$ cat config.mk
export PLATFORM = sky130hd
export DESIGN_NAME = reg_dump_reader
export DESIGN_NICKNAME = d
export VERILOG_FILES = /design/src/rtl/reg_dump_reader_pkg.sv /design/src/rtl/reg_dump_reader_byte_lane_sel.sv /design/src/rtl/reg_dump_reader.sv
export SDC_FILE = /design/constraint.sdc
export NUM_CORES = 1
export LEC_CHECK = 0
export BUFFER_PORTS_ARGS = -buffer_cell sky130_fd_sc_hd__buf_4
export CORE_MARGIN = 3
export CORE_UTILIZATION = 55
export CTS_CLUSTER_SIZE = 25
export DETAILED_ROUTE_END_ITERATION = 7
export PLACE_DENSITY = 0.86
export SYNTH_ARGS = -nofsm -noshare
export SYNTH_HDL_FRONTEND = slang
export SYNTH_SLANG_ARGS = --single-unit
$ cat constraint.sdc
create_clock -name clk -period 11.4 [get_ports clk]
set_clock_uncertainty 0.2 [all_clocks]
set_input_delay 0 -clock clk [delete_from_list [all_inputs] [get_ports clk]]
set_output_delay 0 -clock clk [all_outputs]
set_load 0.01 [all_outputs]
$ cat src/rtl/reg_dump_reader_pkg.sv
// Shared definitions for the register-file read side: index width, dump FSM
// state encoding and the bytes-per-register derivation.
package reg_dump_reader_pkg;

   localparam int IDX_W = 4;

   typedef enum logic [1:0] {
      ST_IDLE = 2'd0,
      ST_SEND = 2'd1,
      ST_FIN  = 2'd2
   } state_e;

   function automatic int nb_of(input int data_w);
      return data_w / 8;
   endfunction

endpackage

$ cat src/rtl/reg_dump_reader_byte_lane_sel.sv
// Combinational byte-lane picker: returns byte sel_i of a DATA_W-bit word,
// lane 0 being the least significant byte.
module byte_lane_sel
   import reg_dump_reader_pkg::*;
#(
   parameter int DATA_W = 16,
   parameter int SEL_W  = 1
) (
   input  logic [DATA_W-1:0] word_i,
   input  logic [SEL_W-1:0]  sel_i,
   output logic [7:0]        byte_o
);

   localparam int NB = nb_of(DATA_W);

   logic [NB-1:0][7:0] lanes_s;

   // Reshape the word into byte lanes and pick one
   always_comb begin
      lanes_s = word_i;
      byte_o  = lanes_s[sel_i];
   end

endmodule

$ cat src/rtl/reg_dump_reader.sv
// Snapshots all register outputs on Start and streams the selected index
// range (wrapping mod 16) as bytes, MSB first, over a valid/ready handshake.
module reg_dump_reader
   import reg_dump_reader_pkg::*;
#(
   parameter int NREGS  = 16,
   parameter int DATA_W = 16
) (
   input  logic                    clk,
   input  logic                    clr,
   input  logic [NREGS*DATA_W-1:0] RegData,
   input  logic                    Start,
   input  logic [IDX_W-1:0]        FirstIdx,
   input  logic [IDX_W-1:0]        LastIdx,
   output logic [7:0]              TxData,
   output logic                    TxValid,
   input  logic                    TxReady,
   output logic                    Busy,
   output logic                    Done
);

   localparam int NB = nb_of(DATA_W);
   localparam int BW = (NB > 1) ? $clog2(NB) : 1;
   localparam logic [BW-1:0] B_LAST = BW'(NB - 1);

   state_e                       state_q, state_d;
   logic [NREGS-1:0][DATA_W-1:0] snap_q, snap_d;
   logic [IDX_W-1:0]             idx_q, idx_d;
   logic [IDX_W-1:0]             stop_q, stop_d;
   logic [BW-1:0]                b_q, b_d;
   logic [7:0]                   tx_data_q, tx_data_d;
   logic                         tx_valid_q, busy_q, done_q;
   logic [DATA_W-1:0]            word_s;
   logic [7:0]                   lane_byte_s;

   // Next-state logic: capture on accepted Start, walk bytes then indices
   always_comb begin
      state_d = state_q;
      snap_d  = snap_q;
      idx_d   = idx_q;
      stop_d  = stop_q;
      b_d     = b_q;
      case (state_q)
         ST_IDLE, ST_FIN: begin
            if (Start) begin
               snap_d  = RegData;
               idx_d   = FirstIdx;
               stop_d  = LastIdx;
               b_d     = B_LAST;
               state_d = ST_SEND;
            end else begin
               state_d = ST_IDLE;
            end
         end
         ST_SEND: begin
            if (TxReady) begin
               if (b_q != '0) begin
                  b_d = b_q - BW'(1);
               end else if (idx_q == stop_q) begin
                  state_d = ST_FIN;
               end else begin
                  idx_d = idx_q + IDX_W'(1);
                  b_d   = B_LAST;
               end
            end else begin
               state_d = ST_SEND;
            end
         end
         default: state_d = ST_IDLE;
      endcase
   end

   // The outgoing byte is looked up from next-state values so TxData can be a flop
   assign word_s = snap_d[idx_d];

   byte_lane_sel #(
      .DATA_W (DATA_W),
      .SEL_W  (BW)
   ) u_lane (
      .word_i (word_s),
      .sel_i  (b_d),
      .byte_o (lane_byte_s)
   );

   // Load a new byte only while streaming; otherwise hold the last one
   always_comb begin
      if (state_d == ST_SEND) begin
         tx_data_d = lane_byte_s;
      end else begin
         tx_data_d = tx_data_q;
      end
   end

   // State and registered outputs
   always_ff @(posedge clk or posedge clr) begin
      if (clr) begin
         state_q    <= ST_IDLE;
         snap_q     <= '0;
         idx_q      <= '0;
         stop_q     <= '0;
         b_q        <= '0;
         tx_data_q  <= 8'h00;
         tx_valid_q <= 1'b0;
         busy_q     <= 1'b0;
         done_q     <= 1'b0;
      end else begin
         state_q    <= state_d;
         snap_q     <= snap_d;
         idx_q      <= idx_d;
         stop_q     <= stop_d;
         b_q        <= b_d;
         tx_data_q  <= tx_data_d;
         tx_valid_q <= (state_d == ST_SEND);
         busy_q     <= (state_d == ST_SEND);
         done_q     <= (state_d == ST_FIN);
      end
   end

   assign TxData  = tx_data_q;
   assign TxValid = tx_valid_q;
   assign Busy    = busy_q;
   assign Done    = done_q;

endmodule

==> flow_summary.toml, run 1 <==
[synth]
postSynthCellCount = 1510
synthTopCellsByArea = "dfrtp_1 (52%), nand2_1 (22%), mux2i_1 (6.0%)"
synth_most_common_cell = "nand2_1"
synth_top_area_share_pct = 52.4
synth_top_cell_by_area = "dfrtp_1"
synth_edf_count = 0
synth_cell_types = 55
async_flop_share_pct = 100
syn_avg_cell_area_um2 = 8.76
synth_area_mm2 = 0.0132
yosys_warnings = 0
synth-main-ff-cell = "dfrtp_1"
syn-num-nets = 1779
ys_ff_latch = 277
seq_area_frac_synth_pct = 52.4
synth_commonest_cells = "nand2_1 (792), dfrtp_1 (277), mux2i_1 (79)"

[pwr]
leakagePower_nw = 9.80
p_per_area_mw_per_mm2 = 272
finalPower_mw = 5.13
ir_drop_uv = 155

[global_routing]
met1_usage_pct = 46.2
met2_usage_pct = 66.4
grt_max_degree = 130
grt_overflow = 0
antenna_found_initial = 5
grt_pass1_vias = 14500
top_usage_layer = "met2"
track_usage_pct = 39.8
grt_pass1_wl_um = 80500
use_met3_pct = 10.6

[critical_path]
r2r_cells = 9
critical_path_buf_inv_count = 1
slowest_delay_ns = 0.95
cp_cell_sequence = "nand2b_4 -> nor2_1 -> a21oi_4 -> nand2_8 -> inv_6 -> nor3_2 -> a21o_1 -> a2111oi_0 -> a221o_1"
cpMaxStageDelayCell = "a21oi_4"
crit_type = "reg -> reg"
arrival_ns = 5.32
critPathCaptureType = "flip-flop"
worst-path-max-fanout = 87
crit_cells = 9
reg2reg_slack_ns = 6.37
crit-reg2reg-launch = "state_q[0]$_DFF_PP0_"
startpoint = "state_q[0]$_DFF_PP0_"
crit_end = "TxData[6]$_DFFE_PP0P_"
crit_family = "compound AO/OA/AOI/OAI gates"
worst_ep_required_time_ns = 11.69
rr_endpoint = "TxData[6]$_DFFE_PP0P_"
start_kind = "flip-flop"

[clocking]
numCtsBuffers = 26
clkTransAtPathRegs_ns = 0.07
cts_setup_buffers = 0
cts_resized = 0
clock_latency_ns = 0.55
clk_path_buf_depth = 3
cts_max_level = 1
ctsHoldBuffers = 262
cts_root_buffer = "clkbuf_16"
cts_tree = "done"
cts.sink_count = 277

[detailed_routing]
ant_nets = 0
vias_per_cell = 6.02
routed_wl_um = 52900
post_drt_wl_per_cell_um = 22.7
first_iter_violations = 2018
drc_errors = 0
firstDrtPassIters = 7
vias = 14000

[sta]
max-slew-margin-rel_pct = 12.7
final_max_slew_viol_count = 0
max_freq_ghz = 0.199
post-route-min-period_ns = 5.03
finalHoldViolCount = 0
worst_pin_slew_ns = 1.30
finalCritPeriodShare_pct = 44.2
rsz0062_at_grt = "no"
final.setup.tns_ns = 0
setup_slack_ns = 6.37
setup_viol = 0

[flow_run]
drv_cap = 0

[cells_and_area]
fin_nets = 2258
fin_area_mm2 = 0.0189
drive_above_1_share_pct = 18.3
area_delta_synth_final_pct = 42.7

[place]
portBuffers = 278
hpwl_um = 28300
place_area_mm2 = 0.0153
place.gp.congestion = 0.934
post-place-ws_ns = 6.78

[die]
start_util_pct = 56.2
ios = 279
die_x_um = 161
coreArea_mm2 = 0.0235
rows = 56
die_area_mm2 = 0.0259
die_h_um = 161

[status]
status = "finished clean"

[hold_path]
worstHoldPathType = "in -> async"
[metrics by stage]
stage / utilization, % / hold WS (ns) / cells
after floorplan: - / -0.0946 / 1510
after global placement: 65.2 / 0.0136 / 2018
after detailed placement: 65.2 / 0.0178 / 2018
after CTS: 80.1 / 0.00489 / 2326
after global routing: 80.1 / 0.0445 / 2330
final: 80.1 / 0.00962 / 2330
[worst reg2reg max path, cell delays in order, from the launching register on]
cell and delay, ns:
dfrtp_1 0.44, nand2b_4 0.76, nor2_1 0.22, a21oi_4 0.95, nand2_8 0.42, inv_6 0.59, nor3_2 0.28, a21o_1 0.26
a2111oi_0 0.67, a221o_1 0.20
[metal layers]
metal  routed length (um)  up-vias
li1                     -     5922
met1                18200     6641
met2                24900     1108
met3                 5830      353
met4                 4010        2
met5                   11        -
[cell families after synthesis]
group	share of synthesized area [%]
AO/OA/AOI/OAI	9.69
XOR/XNOR	0.265
adder cells (fa/ha/maj)	0.0946
buffers and inverters	3.97
flip-flops	52.4
multiplexers	7.37
AND/OR/NAND/NOR	26.2
[flip-flops by register name, indices dropped and copies added (netlist names)]
name and count:
Busy 1, Done 1, TxData 8, b_q 1, stop_q 4, idx_q 4
state_q 2, snap_q 256
[worst min path at each step]
stage,start,end,depth (start not counted)
after detailed placement,RegData[251],snap_q[251]$_DFF_PP0_,3
after CTS,RegData[251],snap_q[251]$_DFF_PP0_,4
after global routing,RegData[241],snap_q[241]$_DFF_PP0_,4
after global placement,RegData[236],snap_q[236]$_DFF_PP0_,3
after floorplan,LastIdx[0],stop_q[0]$_DFFE_PP0P_,2
final,clr,snap_q[107]$_DFF_PP0_,3
[placed cells by master (no fill, tap or decap), drive strengths merged, types with 2 or more instances in the layout]
master	instances
a211o	2
a21o	36
a21oi	18
a221o	14
a221oi	9
a311o	6
a311oi	9
a32oi	14
and2	9
and3	2
buf	290
bufinv	2
clkbuf	39
clkinv	4
dfrtp	277
diode	4
dlygate4sd3	262
inv	8
mux2	16
mux2i	79
nand2	793
nand2b	3
nand3	14
nor2	11
nor2b	2
nor3	10
nor3b	2
o211ai	13
o21ai	2
o221ai	2
o2bb2ai	7
o311ai	2
o32a	14
or3	20
xor2	4
[report_power, final]
part	internal, mW	switching, mW	total (mW)
Sequential	1.44	0.187	1.63
Clock	0.528	0.392	0.920
Combinational	0.959	1.62	2.58
Total	2.93	2.20	5.13
[area by class of cell]
| class | instances | area [um2] |
|---|---|---|
| clock buffer | 39 | 801 |
| multi-input combinational | 1124 | 5790 |
| clock inverter | 7 | 87.6 |
| tap | 319 | 399 |
| inverter | 8 | 42.5 |
| sequential | 277 | 6930 |
| fill | 1297 | 4680 |
| antenna | 4 | 10.0 |
| timing repair buffer | 552 | 4800 |
Power figures use the tool's default switching activity.
==> inputs of run 2 (changes only) <==
==> constraint.sdc (replaced) <==
create_clock -name clk -period 5.17 [get_ports clk]
set_clock_uncertainty 0.2 [all_clocks]
set_input_delay 0 -clock clk [delete_from_list [all_inputs] [get_ports clk]]
set_output_delay 0 -clock clk [all_outputs]
set_load 0.01 [all_outputs]
==> run 2 against run 1 <==
  * Register-to-register slack worse by 5.6 ns
  * Final cell count grew 0.47%
  * Final area rose by 0.57%
  * Clock power up 130%
  * Combinational power is 120% higher
  * Critical path type unchanged
  * Largest power group unchanged
  * Highest routed layer is now met4
==> flow_summary.toml, run 2 (synthesis results as in run 1) <==
[global_routing]
use_met3_pct = 11.0
grt_max_degree = 201
met2_usage_pct = 67.0
antenna_found_initial = 4
grt_pass1_wl_um = 81400
track_usage_pct = 40.1
grt_overflow = 0
top_usage_layer = "met2"
met1_usage_pct = 46.5
grt_pass1_vias = 14600

[cells_and_area]
final_cell_mix = "nand2_1 (792), buf_4 (292), dfrtp_1 (277), dlygate4sd3_1 (263), mux2i_1 (79)"
multi_input_area_mm2 = 0.00579
largest_reg_flops = 256
layout.cells.non_filler = 2341
fin_area_mm2 = 0.0190
postLayoutCoreUtil_pct = 80.6
final_common_cell = "nand2_1"
drive_above_1_share_pct = 18.6
regArea_mm2 = 0.00693
fin_nets = 2264
area_delta_synth_final_pct = 43.5
top_register = "snap_q"
nFillCells = 1243

[pwr]
ir_drop_uv = 372
p_per_area_mw_per_mm2 = 606
leakagePower_nw = 9.85
finalPower_mw = 11.5

[critical_path]
critPathCaptureType = "flip-flop"
crit_type = "reg -> reg"
worst_ep_required_time_ns = 5.40
crit_end = "TxData[5]$_DFFE_PP0P_"
cpMaxStageDelayCell = "nor3_2"
startpoint = "idx_q[3]$_DFF_PP0_"
worst-path-max-fanout = 42
reg2reg_slack_ns = 0.77
rr_endpoint = "TxData[5]$_DFFE_PP0P_"
cp_cell_sequence = "xor2_1 -> o41a_1 -> or3_1 -> nand2_8 -> inv_6 -> nor3_2 -> a221oi_1 -> o211a_1 -> a221o_1"
arrival_ns = 4.63
slowest_delay_ns = 0.89
r2r_cells = 9
crit-reg2reg-launch = "idx_q[3]$_DFF_PP0_"
start_kind = "flip-flop"

[clocking]
cts_resized = 0
cts_setup_buffers = 0
clk_path_buf_depth = 3
clock_latency_ns = 0.56
clkTransAtPathRegs_ns = 0.06
numCtsBuffers = 28
cts.sink_count = 277
cts_max_level = 1
cts_root_buffer = "clkbuf_16"
cts_tree = "done"

[sta]
setup_viol = 0
post-route-min-period_ns = 4.40
worst_pin_slew_ns = 1.37
hold_slack_ns = 0.0114
rsz0062_at_grt = "no"
finalHoldViolCount = 0
final_max_slew_viol_count = 0
max-slew-margin-rel_pct = 8.47
max_freq_ghz = 0.227
finalCritPeriodShare_pct = 85.0
final.setup.tns_ns = 0
setup_slack_ns = 0.774

[die]
coreArea_mm2 = 0.0235
start_util_pct = 56.2
die_x_um = 161
ios = 279
rows = 56
die_area_mm2 = 0.0259
die_h_um = 161

[detailed_routing]
first_iter_violations = 2275
ant_nets = 0
vias = 14300
post_drt_wl_per_cell_um = 22.8
vias_per_cell = 6.12
firstDrtPassIters = 8
drc_errors = 0
routed_wl_um = 53500

[status]
status = "finished clean"

[place]
portBuffers = 278
post-place-ws_ns = 0.931
place_area_mm2 = 0.0154
place.gp.congestion = 0.936
place_inst = 2021
hpwl_um = 28800

[flow_run]
drv_cap = 0

[hold_path]
worstHoldPathType = "in -> reg"
worstHoldPathCells = 4
run 2: cell types whose count changed in the layout (fill, tap and decap cells not counted):
cell,previous run,this run
clkinv_4,0,1
clkinvlp_4,1,3
bufinv_16,2,3
diode_2,4,5
clkbuf_8,8,5
dlygate4sd3_1,262,263
inv_8,1,0
clkbuf_16,27,28
buf_4,290,292
clkbuf_1,4,6
clkinv_8,0,1
buf_12,0,1
clkinv_2,4,6
run 2: repair_timing:
item	4_1_cts	5_1_grt
setup endpoints to repair	0	0
endpoints found under the hold margin	548	0
hold buffers	263	0
run 2: final cells by class:
| class | count | share of cell area [%] |
|---|---|---|
| flip-flops and latches | 277 | 36.5 |
| inverters | 8 | 0.204 |
| repair buffers | 556 | 25.5 |
| diodes | 5 | 0.0659 |
| clock buffers | 39 | 4.17 |
| well taps | 319 | 2.10 |
| clock inverters | 13 | 0.844 |
| multi-input cells | 1124 | 30.5 |
run 2: worst min-delay path by stage:
stage / startpoint / end / slack [ns]
final: RegData[98] / snap_q[98]$_DFF_PP0_ / 0.01
after floorplan: LastIdx[0] / stop_q[0]$_DFFE_PP0P_ / -0.09
after global routing: RegData[109] / snap_q[109]$_DFF_PP0_ / 0.04
after detailed placement: clr / snap_q[104]$_DFF_PP0_ / -0.28
after CTS: RegData[173] / snap_q[173]$_DFF_PP0_ / 0.002
after global placement: clr / snap_q[104]$_DFF_PP0_ / -0.28
run 2: report_power, final:
part	internal [mW]	switching [mW]	leakage, nW
clock	1.22	0.901	0.465
sequential	3.18	0.422	3.44
combinational	2.13	3.64	5.95
run 2: layer usage:
metal | vias up | part of all wire (%)
li1 | 5936 | -
met1 | 6749 | 33
met5 | - | 0
met2 | 1263 | 48
met3 | 370 | 12
met4 | 0 | 7.5
run 2: critical path: cells and delay by family (launching register included):
family | cells | cell delay (ns)
flip-flops | 1 | 0.44
AND/OR/NAND/NOR | 3 | 1.80
XOR/XNOR | 1 | 0.19
buffers and inverters | 1 | 0.26
AO/OA/AOI/OAI | 4 | 1.39
==> inputs of run 3 (changes only) <==
--- a/config.mk
+++ b/config.mk
@@ -7,10 +7,11 @@
 export LEC_CHECK = 0
 export BUFFER_PORTS_ARGS = -buffer_cell sky130_fd_sc_hd__buf_4
 export CORE_MARGIN = 3
-export CORE_UTILIZATION = 55
+export CORE_UTILIZATION = 54
 export CTS_CLUSTER_SIZE = 25
 export DETAILED_ROUTE_END_ITERATION = 7
-export PLACE_DENSITY = 0.86
+export PLACE_DENSITY = 0.85
 export SYNTH_ARGS = -nofsm -noshare
 export SYNTH_HDL_FRONTEND = slang
 export SYNTH_SLANG_ARGS = --single-unit
+export TNS_END_PERCENT = 10
==> constraint.sdc (replaced) <==
create_clock -name clk -period 4.6 [get_ports clk]
set_clock_uncertainty 0.2 [all_clocks]
set_input_delay 0 -clock clk [delete_from_list [all_inputs] [get_ports clk]]
set_output_delay 0 -clock clk [all_outputs]
set_load 0.01 [all_outputs]
==> run 3 against run 2 <==
  * Sequential power is 12% higher
  * Non-clock buffer count is 32 higher
  * Die area up 1.8%
  * First-iteration DRC count is 16% lower
==> flow_summary.toml, run 3 (synthesis results as in run 1) <==
[critical_path]
critPathCaptureType = "flip-flop"
cpMaxStageDelayCell = "nor3_2"
start_kind = "flip-flop"
crit_type = "reg -> reg"
worst_ep_required_time_ns = 4.84
r2r_cells = 8
worst-path-max-fanout = 15
crit_cells = 8
crit_family = "compound AO/OA/AOI/OAI gates"
slowest_delay_ns = 0.92
critical_path_buf_inv_count = 0
cp_cell_sequence = "xor2_1 -> o41a_1 -> and3_1 -> a211o_1 -> nor3_2 -> and2_1 -> a221oi_1 -> a221o_1"
arrival_ns = 4.16

[detailed_routing]
drc_errors = 0
ant_nets = 0
firstDrtPassIters = 6
first_iter_violations = 1913
vias = 14000
routed_wl_um = 51800
vias_per_cell = 5.90
post_drt_wl_per_cell_um = 21.8

[die]
die_h_um = 162
coreArea_mm2 = 0.0238
ios = 279
die_area_mm2 = 0.0264
start_util_pct = 55.7
die_x_um = 162
rows = 56

[clocking]
cts.sink_count = 277
cts_resized = 0
clock_latency_ns = 0.56
numCtsBuffers = 29
clk_path_buf_depth = 3
cts_max_level = 1
cts_tree = "done"
cts_root_buffer = "clkbuf_16"
clkTransAtPathRegs_ns = 0.06

[place]
place.gp.congestion = 0.891
hpwl_um = 28500
place_area_mm2 = 0.0154
place_inst = 2022
portBuffers = 278

[cells_and_area]
fin_area_mm2 = 0.0194
layout.cells.non_filler = 2374
postLayoutCoreUtil_pct = 81.8
area_delta_synth_final_pct = 47.0
final_common_cell = "nand2_1"
fin_nets = 2297
drive_above_1_share_pct = 18.6
largest_reg_flops = 256
final_cell_mix = "nand2_1 (792), dlygate4sd3_1 (294), buf_4 (291), dfrtp_1 (277), mux2i_1 (79)"
top_register = "snap_q"

[sta]
final_max_slew_viol_count = 0
finalCritPeriodShare_pct = 85.2
setup_viol = 0
max_freq_ghz = 0.255
max-slew-margin-rel_pct = 4.75
final.setup.tns_ns = 0
worst_pin_slew_ns = 1.43
post-route-min-period_ns = 3.92
rsz0062_at_grt = "no"
finalHoldViolCount = 0

[pwr]
ir_drop_uv = 534
finalPower_mw = 13.3
combPwrFrac_pct = 49.7
leakagePower_nw = 10.1
power.switching_mw = 5.50
p_int_mw = 7.78
seq_power_share_pct = 30.3
netSwitchingFraction_pct = 41.4
p_per_area_mw_per_mm2 = 683
clkPwrFrac_pct = 20.0

[hold_path]
worstHoldPathType = "in -> reg"
worstHoldPathCells = 4

[global_routing]
grt_overflow = 0
grt_max_degree = 196
grt_pass1_wl_um = 78800
track_usage_pct = 38.4
antenna_found_initial = 5
grt_pass1_vias = 14500

[status]
status = "finished clean"

[flow_run]
drv_cap = 0
==> run 3: cell types whose count changed in the layout (fill, tap and decap cells not counted), moves of 2 or more <==
cell,previous run,this run
dlygate4sd3_1,263,294
buf_12,1,3
bufinv_16,3,7
clkbuf_1,6,1
==> run 3: worst paths after layout <==
| check | start | endpoint | slack [ns] |
|---|---|---|---|
| worst min-delay path | RegData[27] | snap_q[27]$_DFF_PP0_ | 0.02 |
| worst max register to register | idx_q[3]$_DFF_PP0_ | TxData[6]$_DFFE_PP0P_ | 0.68 |
| worst max-delay path | idx_q[3]$_DFF_PP0_ | TxData[6]$_DFFE_PP0P_ | 0.68 |
| worst min register to register | snap_q[13]$_DFF_PP0_ | snap_q[13]$_DFF_PP0_ | 0.27 |
| min in group asynchronous | clr | snap_q[123]$_DFF_PP0_ | 0.34 |
| max in group asynchronous | clr | snap_q[201]$_DFF_PP0_ | 2.54 |
==> run 3: power by group through the flow <==
stage / combinational [mW] / clock (mW) / sequential, mW
after floorplan: 4.23 / 0 / 3.88
after global placement: 5.62 / 0 / 3.91
after detailed placement: 5.75 / 0 / 3.97
after CTS: 6.19 / 2.62 / 3.93
after global routing: 6.99 / 2.75 / 4.09
final: 6.59 / 2.66 / 4.03
==> run 3: layout make-up <==
type | count | area [um2]
sequential | 277 | 6930
multi-input combinational | 1124 | 5790
timing repair buffer | 588 | 5190
fill | 1220 | 4310
clock buffer | 35 | 798
tap | 319 | 399
clock inverter | 18 | 277
inverter | 8 | 38.8
antenna | 5 | 12.5
==> run 3: worst reg2reg max path: cells and delay by family (launching register included) <==
family          cells  cell delay [ns]
compound gates      4             1.51
xor+xnor            1             0.18
flops               1             0.44
simple gates        3             1.47
==> run 3: per-layer routing <==
metal / share of wire, % / vias up / GRT usage [%]
met4: 6.5 / 0 / 21.7
met2: 48 / 1037 / 64.6
met5: 0 / - / 0
met1: 35 / 6698 / 45.8
li1: - / 6001 / -
met3: 9.9 / 278 / 8.49
==> run 3: stage by stage <==
stage | hold WS [ns] | worst slack (ns)
CTS | 0.000516 | 0.788
global placement | -0.259 | 0.911
detailed placement | -0.260 | 0.820
global route | 0.0166 | 0.483
floorplan | -0.0946 | 0.735
finish | 0.0181 | 0.680
==> run 3: timing repair <==
action | 4_1_cts | 5_1_grt
endpoints found under the hold margin | 547 | 0
hold buffers | 294 | 0
buffers inserted | 0 | 0
